===== config.mk =====
export PLATFORM = sky130hd
export DESIGN_NAME = fetch_queue
export DESIGN_NICKNAME = d
export VERILOG_FILES = /design/src/rtl/riscv_fetch_pkg.sv /design/src/rtl/fetch_fifo.sv /design/src/rtl/fetch_queue.sv
export SDC_FILE = /design/constraint.sdc
export NUM_CORES = 1
export LEC_CHECK = 0
export ABC_AREA = 1
export BUFFER_PORTS_ARGS = -buffer_cell sky130_fd_sc_hd__buf_2
export CAP_MARGIN = 20
export CORE_AREA = 3 3 126 220
export DETAILED_ROUTE_END_ITERATION = 6
export DIE_AREA = 0 0 129 223
export PLACE_DENSITY_LB_ADDON = 0.15
export SYNTH_ARGS = -nofsm -noshare
export SYNTH_HDL_FRONTEND = slang
export SYNTH_SLANG_ARGS = --single-unit

===== constraint.sdc =====
create_clock -name clk -period 6 [get_ports clk]
set_clock_uncertainty 0.05 [all_clocks]
set_input_delay 0 -clock clk [delete_from_list [all_inputs] [get_ports clk]]
set_output_delay 0 -clock clk [all_outputs]
set_load 0.02 [all_outputs]

===== src/rtl/riscv_fetch_pkg.sv =====
// Shared constants for the RISC-V instruction-fetch front end.
//   INST_W   : instruction width in bits
//   PC_STEP  : byte distance between consecutive sequential fetches
//   NOP_INST : addi x0,x0,0; decode substitutes this when out_valid=0
package riscv_fetch_pkg;

  localparam int unsigned INST_W   = 32;
  localparam int unsigned PC_STEP  = 4;
  localparam logic [INST_W-1:0] NOP_INST = 32'h0000_0013;

endpackage


===== src/rtl/fetch_fifo.sv =====
// Synchronous FIFO that buffers {inst, pc} entries between the instruction
// memory response and decode. The head is read combinationally, with no
// bypass, so a pushed entry becomes visible the cycle after the push.
// Ports:
//   clk, rst   : clock, synchronous active-high reset
//   flush      : drop every entry (takes priority over push/pop)
//   push       : write push_data at the tail
//   push_data  : entry to write
//   pop        : drop the head entry
//   head_data  : entry at the head (don't-care when count == 0)
//   count      : number of valid entries, 0..DEPTH
module fetch_fifo #(
  parameter int unsigned WIDTH = 64,
  parameter int unsigned DEPTH = 4
) (
  input  logic                     clk,
  input  logic                     rst,
  input  logic                     flush,
  input  logic                     push,
  input  logic [WIDTH-1:0]         push_data,
  input  logic                     pop,
  output logic [WIDTH-1:0]         head_data,
  output logic [$clog2(DEPTH):0]   count
);

  localparam int unsigned PTR_W = $clog2(DEPTH);
  localparam int unsigned CNT_W = PTR_W + 1;

  logic [WIDTH-1:0] mem_q [DEPTH];
  logic [PTR_W-1:0] wr_ptr_q, wr_ptr_d;
  logic [PTR_W-1:0] rd_ptr_q, rd_ptr_d;
  logic [CNT_W-1:0] count_q,  count_d;

  // Pointers wrap naturally because DEPTH is a power of two.
  always_comb begin
    wr_ptr_d = wr_ptr_q;
    rd_ptr_d = rd_ptr_q;
    count_d  = count_q;
    if (flush) begin
      wr_ptr_d = '0;
      rd_ptr_d = '0;
      count_d  = '0;
    end else begin
      if (push) wr_ptr_d = wr_ptr_q + PTR_W'(1);
      if (pop)  rd_ptr_d = rd_ptr_q + PTR_W'(1);
      count_d = count_q + CNT_W'(push) - CNT_W'(pop);
    end
  end

  // NOTE: sequential state uses non-blocking assignments so every flop
  // samples the pre-edge value of every other flop.
  always_ff @(posedge clk) begin
    if (rst) begin
      wr_ptr_q <= '0;
      rd_ptr_q <= '0;
      count_q  <= '0;
    end else begin
      wr_ptr_q <= wr_ptr_d;
      rd_ptr_q <= rd_ptr_d;
      count_q  <= count_d;
    end
  end

  // NOTE: the storage array is deliberately not reset; count gates every
  // read, so stale contents are never observed and the array maps to RAM.
  always_ff @(posedge clk) begin
    if (push && !flush) mem_q[wr_ptr_q] <= push_data;
  end

  assign head_data = mem_q[rd_ptr_q];
  assign count     = count_q;

endmodule


===== src/rtl/fetch_queue.sv =====
// Instruction-fetch front end: issues sequential word fetches to a
// synchronous-read instruction memory, buffers responses in a small FIFO,
// and hands them to decode over valid/ready. A redirect flushes all
// buffered and in-flight work and restarts fetch at the new target.
// Ports:
//   clk, rst        : clock, synchronous active-high reset
//   imem_re         : fetch request this cycle
//   imem_addr       : word-aligned byte address of the request (= fetch_pc)
//   imem_rdata      : instruction for the request issued the previous cycle
//   redirect_valid  : taken branch/jump; flush and refetch
//   redirect_pc     : redirect target, bits [1:0] ignored
//   out_valid       : out_inst/out_pc hold a valid instruction
//   out_ready       : decode accepts the head instruction
//   out_inst        : instruction at the queue head
//   out_pc          : address of out_inst
module fetch_queue
  import riscv_fetch_pkg::*;
#(
  parameter int unsigned            ADDR_W   = 32,
  parameter int unsigned            DEPTH    = 4,
  parameter logic [ADDR_W-1:0]      RESET_PC = '0
) (
  input  logic                clk,
  input  logic                rst,
  output logic                imem_re,
  output logic [ADDR_W-1:0]   imem_addr,
  input  logic [INST_W-1:0]   imem_rdata,
  input  logic                redirect_valid,
  input  logic [ADDR_W-1:0]   redirect_pc,
  output logic                out_valid,
  input  logic                out_ready,
  output logic [INST_W-1:0]   out_inst,
  output logic [ADDR_W-1:0]   out_pc
);

  localparam int unsigned CNT_W = $clog2(DEPTH) + 1;
  localparam int unsigned ENT_W = INST_W + ADDR_W;

  logic [ADDR_W-1:0] fetch_pc_q, fetch_pc_d;
  logic [ADDR_W-1:0] req_pc_q,   req_pc_d;
  logic              inflight_q, inflight_d;

  logic [CNT_W-1:0]  count;
  logic [ENT_W-1:0]  head_data;
  logic              pop;
  logic              push;
  logic              issue;
  logic [CNT_W:0]    occupancy;

  // A redirect flushes the FIFO anyway, so a pop in that cycle is ignored.
  assign pop  = out_valid && out_ready && !redirect_valid;
  assign push = inflight_q && !redirect_valid;

  // Slots committed after this cycle: buffered + arriving - leaving. Issuing
  // only while this is below DEPTH guarantees the FIFO never overflows,
  // while still sustaining one fetch per cycle when decode keeps up.
  assign occupancy = {1'b0, count} + (CNT_W+1)'(inflight_q) - (CNT_W+1)'(pop);
  assign issue     = !rst && !redirect_valid && (occupancy < (CNT_W+1)'(DEPTH));

  always_comb begin
    fetch_pc_d = fetch_pc_q;
    req_pc_d   = req_pc_q;
    inflight_d = issue;
    if (redirect_valid) begin
      fetch_pc_d = redirect_pc & ~ADDR_W'(3);
    end else if (issue) begin
      fetch_pc_d = fetch_pc_q + ADDR_W'(PC_STEP);
    end
    if (issue) req_pc_d = fetch_pc_q;
  end

  always_ff @(posedge clk) begin
    if (rst) begin
      fetch_pc_q <= RESET_PC;
      req_pc_q   <= RESET_PC;
      inflight_q <= 1'b0;
    end else begin
      fetch_pc_q <= fetch_pc_d;
      req_pc_q   <= req_pc_d;
      inflight_q <= inflight_d;
    end
  end

  fetch_fifo #(
    .WIDTH (ENT_W),
    .DEPTH (DEPTH)
  ) u_fifo (
    .clk       (clk),
    .rst       (rst),
    .flush     (redirect_valid),
    .push      (push),
    .push_data ({imem_rdata, req_pc_q}),
    .pop       (pop),
    .head_data (head_data),
    .count     (count)
  );

  assign imem_re   = issue;
  assign imem_addr = fetch_pc_q;
  assign out_valid = (count != '0);
  assign out_inst  = head_data[ENT_W-1:ADDR_W];
  assign out_pc    = head_data[ADDR_W-1:0];

endmodule


==> summary.md <==
| Metric | Value |
|---|---|
| Port bufs | ~160 |
| Reg2Reg Launch Point | u_fifo.count[1] |
| Floorplan row count | 78 |
| Pre-CTS WS | 2.58 ns |
| Drt total wl | 30400 um |
| Internal | roughly 0.0037 W |
| Die height | between 200 and 250 um |
| First-pass GRT wire length | 47000 um |
| RSZ-0062 raised after global routing | false |
| Synthesized area | about 13000 um2 |
| Net switching power | 0.00101 W |
| Switching share of power | 21.7% |
| HP Start | redirect_valid |
| Tot GR Track Use | 20.7% |
| Worst Slack Setup Final | 2.51 ns |
| Clk buf depth | 3 |
| CP max stage cell | dlygate4sd3_1 |
| Buf+Inv Stages, Crit Path | 4 |
| Max-Cap Viols | 0 |
| Max Clk Rate | ~290 MHz |
| Reg2reg setup slack | 2.51 ns |
| Root Buffer | clkbuf_16 |
| Status | finished, final reports clean |
| Crit path max fanout | 21 |
| Combinational power share | ~6.4% |
| Register area share after synthesis | 68.2% |
| Crit. Startpoint | u_fifo.count[1] |
| Gr ovfl total | 0 |
| Die area | 28800 um2 |
| Slew at the pin closest to its max-slew limit | 1.02 ns |
| GPL Wtd Cong | 0.877 |
| Min Clock Period, post-route | 3.49 ns |
| Largest net degree at the start of global routing | 79 |
| Final Setup Violations | 0 |
| Worst Path Required | between 6 and 7 ns |
| Final Hold Viols | 0 |
| Synthesized instance count | 1211 |
| CP peak stage delay | 0.56 ns |
| Initial antenna violation count | 0 |
| Setup bufs post-CTS | 0 |
| Synth Register Bits | 318 |
| Num ports | between 150 and 200 |
| H-tree depth | 1 |
| CP endpoint kind | flop |
| Detailed Place HPWL | 18700 um |
| Clock-pin transition on the worst setup and hold timing paths | 0.07 ns |
| Critical path's top delay family | simple AND/OR/NAND/NOR gates |
| DR pass1 iterations | 4 |
| Vias per inst | 5.33 |
| Die Wd | around 130 um |
| Max-slew headroom | 31.8% |
| CTS tree | built |
| Cell leakage power | about 6.0 nW |
| Setup TNS | 0 ns |
| First DRT Iteration DRCs | between 400 and 500 |
| Post-DR wirelength/cell | 17.1 um |
| Initial Util | 50.0% |
| Clk_lat worst skew | 0.55 ns |
| ANT cells | 0 |
| Placeable Area | 26000 um2 |
| WS Path Type | reg -> reg |
| Hold crit path type | in -> reg |
| # nets final | 1510 |
| Worst path cell trace | nor3_1 > nor2_1 > ha_1 > inv_1 > ha_1 > nand3_1 > nand3_1 > nand3_2 > inv_1 > nand2_2 > nand2_2 > inv_2 > nand2_1 > a21oi_1 > dlygate4sd3_1 |
| Final Slew Violations | 0 |
| Residual DRC | 0 |
| Post-route ant nets | 0 |
| Critical path launch point type | flop |
| TritonCTS sink count | 318 |
| Synth cell types | 29 |
| Num CTS Buffers | 28 |
| Peak VDD IR | around 0.24 mV |
| Clock network fraction of total power | 40.5% |
| Final Cycle Share | 58.2% |
| Area Growth Syn to Fin | 22.4% |
| Synth warnings | 0 |
| Layout cells sized above 1 | 16.9% |
| Syn avg cell area | ~11 um2 |
| Vias in the first global route | 9315 |
| Pwr Density | 294 nW/um2 |
| Via Count | about 9500 |
| Flop pwr share | 53.1% |
| CP arrival | 3.92 ns |
==> sequential cells by signal, summed over array words and instances (netlist names), named ones only <==
| register | cells |
|---|---|
| inflight_q | 1 |
| u_fifo.rd_ptr_q | 2 |
| u_fifo.mem_q | 248 |
| imem_addr | 30 |
| u_fifo.wr_ptr_q | 2 |
| u_fifo.count | 3 |
| req_pc_q | 30 |
==> power by group through the flow <==
stage | clock [W] | combinational (W) | sequential (W)
3_5_place_dp | 0 | 0.000251 | 0.00253
4_1_cts | 0.00193 | 0.000296 | 0.00248
5_1_grt | 0.00201 | 0.000333 | 0.00248
3_3_place_gp | 0 | 0.000247 | 0.00252
6_report | 0.00189 | 0.000300 | 0.00248
2_1_floorplan | 0 | 0.000149 | 0.00253
==> cell usage in the layout, fill, tap and decap left out, types with 12 or more instances in the layout <==
cell           Yosys  routed
a21oi_1           58      58
buf_2             11     159
buf_4              7      12
clkbuf_16          0      29
dfxtp_1           70      68
dlygate4sd3_1      0      84
edfxtp_1         248     248
inv_1             70      68
nand2_1          178     178
nand3_1           53      53
nor2_1           188     184
o21ai_0          169     169
o22ai_1           62      62
==> timing repair <==
action / in CTS / in global routing
hold endpoints to repair: 162 / 0
resized for setup: 0 / 0
setup endpoints to repair: 0 / 0
hold buffers: 84 / 0
==> worst reg2reg max path, delay by kind of cell, from the launching register on <==
family	cells	cell delay (ns)
compound gates	1	0.18
flops	1	0.33
simple gates	8	1.36
buf+inv	4	1.08
fa+ha+maj	2	0.45
==> Yosys cell counts, drive strengths merged <==
library cell,number,share of area (%)
a22oi,5,0.29
ha,9,0.87
edfxtp,248,57
fa,1,0.15
nor2,194,5.9
nand4,3,0.14
nand2,185,5.5
clkbuf,47,1.4
xnor2,1,0.068
a21oi,58,2.2
and2,1,0.048
o22ai,62,3.0
dfxtp,70,11
a21boi,4,0.23
nand3,54,2.1
inv,73,2.1
o21ai,171,6.6
buf,23,1.1
conb,1,0.029
nor3,1,0.039
==> routing by layer <==
metal  vias up  GRT usage (%)  routed length [um]
met5         -              0                   0
met2       247           38.3               16000
met3        60           2.54                1310
met4         0           9.26                1240
li1       4680              -                   -
met1      4476           23.2               11900
==> cell families (layout without fill, tap and decap cells) <==
group,Yosys count,count (layout),synth area share (%)
compound gates,300,300,12.3
xor+xnor,1,1,0.0675
fa+ha+maj,10,10,1.02
buf+inv,143,383,4.62
flops,318,318,68.2
other cells,1,4,0.0289
simple gates,438,438,13.7
==> through the flow <==
| step | utilization (%) | instances | cell area (um2) | hold WS [ns] | total power (W) |
|---|---|---|---|---|---|
| 6_report | 61.2 | 1774 | 15900 | 0.0925 | 0.00467 |
| 5_1_grt | 61.2 | 1774 | 15900 | 0.121 | 0.00483 |
| 4_1_cts | 61.0 | 1772 | 15800 | 0.0671 | 0.00470 |
| 3_5_place_dp | 54.0 | 1636 | 14000 | 0.168 | 0.00278 |
| 3_3_place_gp | 53.9 | 1635 | 14000 | 0.163 | 0.00277 |
| 2_1_floorplan | - | 1214 | 13000 | 0.0191 | 0.00268 |
==> layout make-up <==
| type | instances | area [um2] |
|---|---|---|
| fill | 2128 | 10100 |
| sequential | 318 | 8850 |
| multi-input combinational | 753 | 3570 |
| timing repair buffer | 258 | 1790 |
| clock buffer | 30 | 729 |
| tap | 320 | 400 |
| inverter | 73 | 275 |
| clock inverter | 22 | 256 |
==> path summary, 6_finish.rpt <==
check                                     end  depth (start not counted)
worst max-delay path             imem_addr[6]                         15
worst min register to register           flop                          2
worst max register to register   imem_addr[6]                         15
worst min-delay path            imem_addr[21]                          5
No activity file was read; power rests on OpenSTA's default activity.
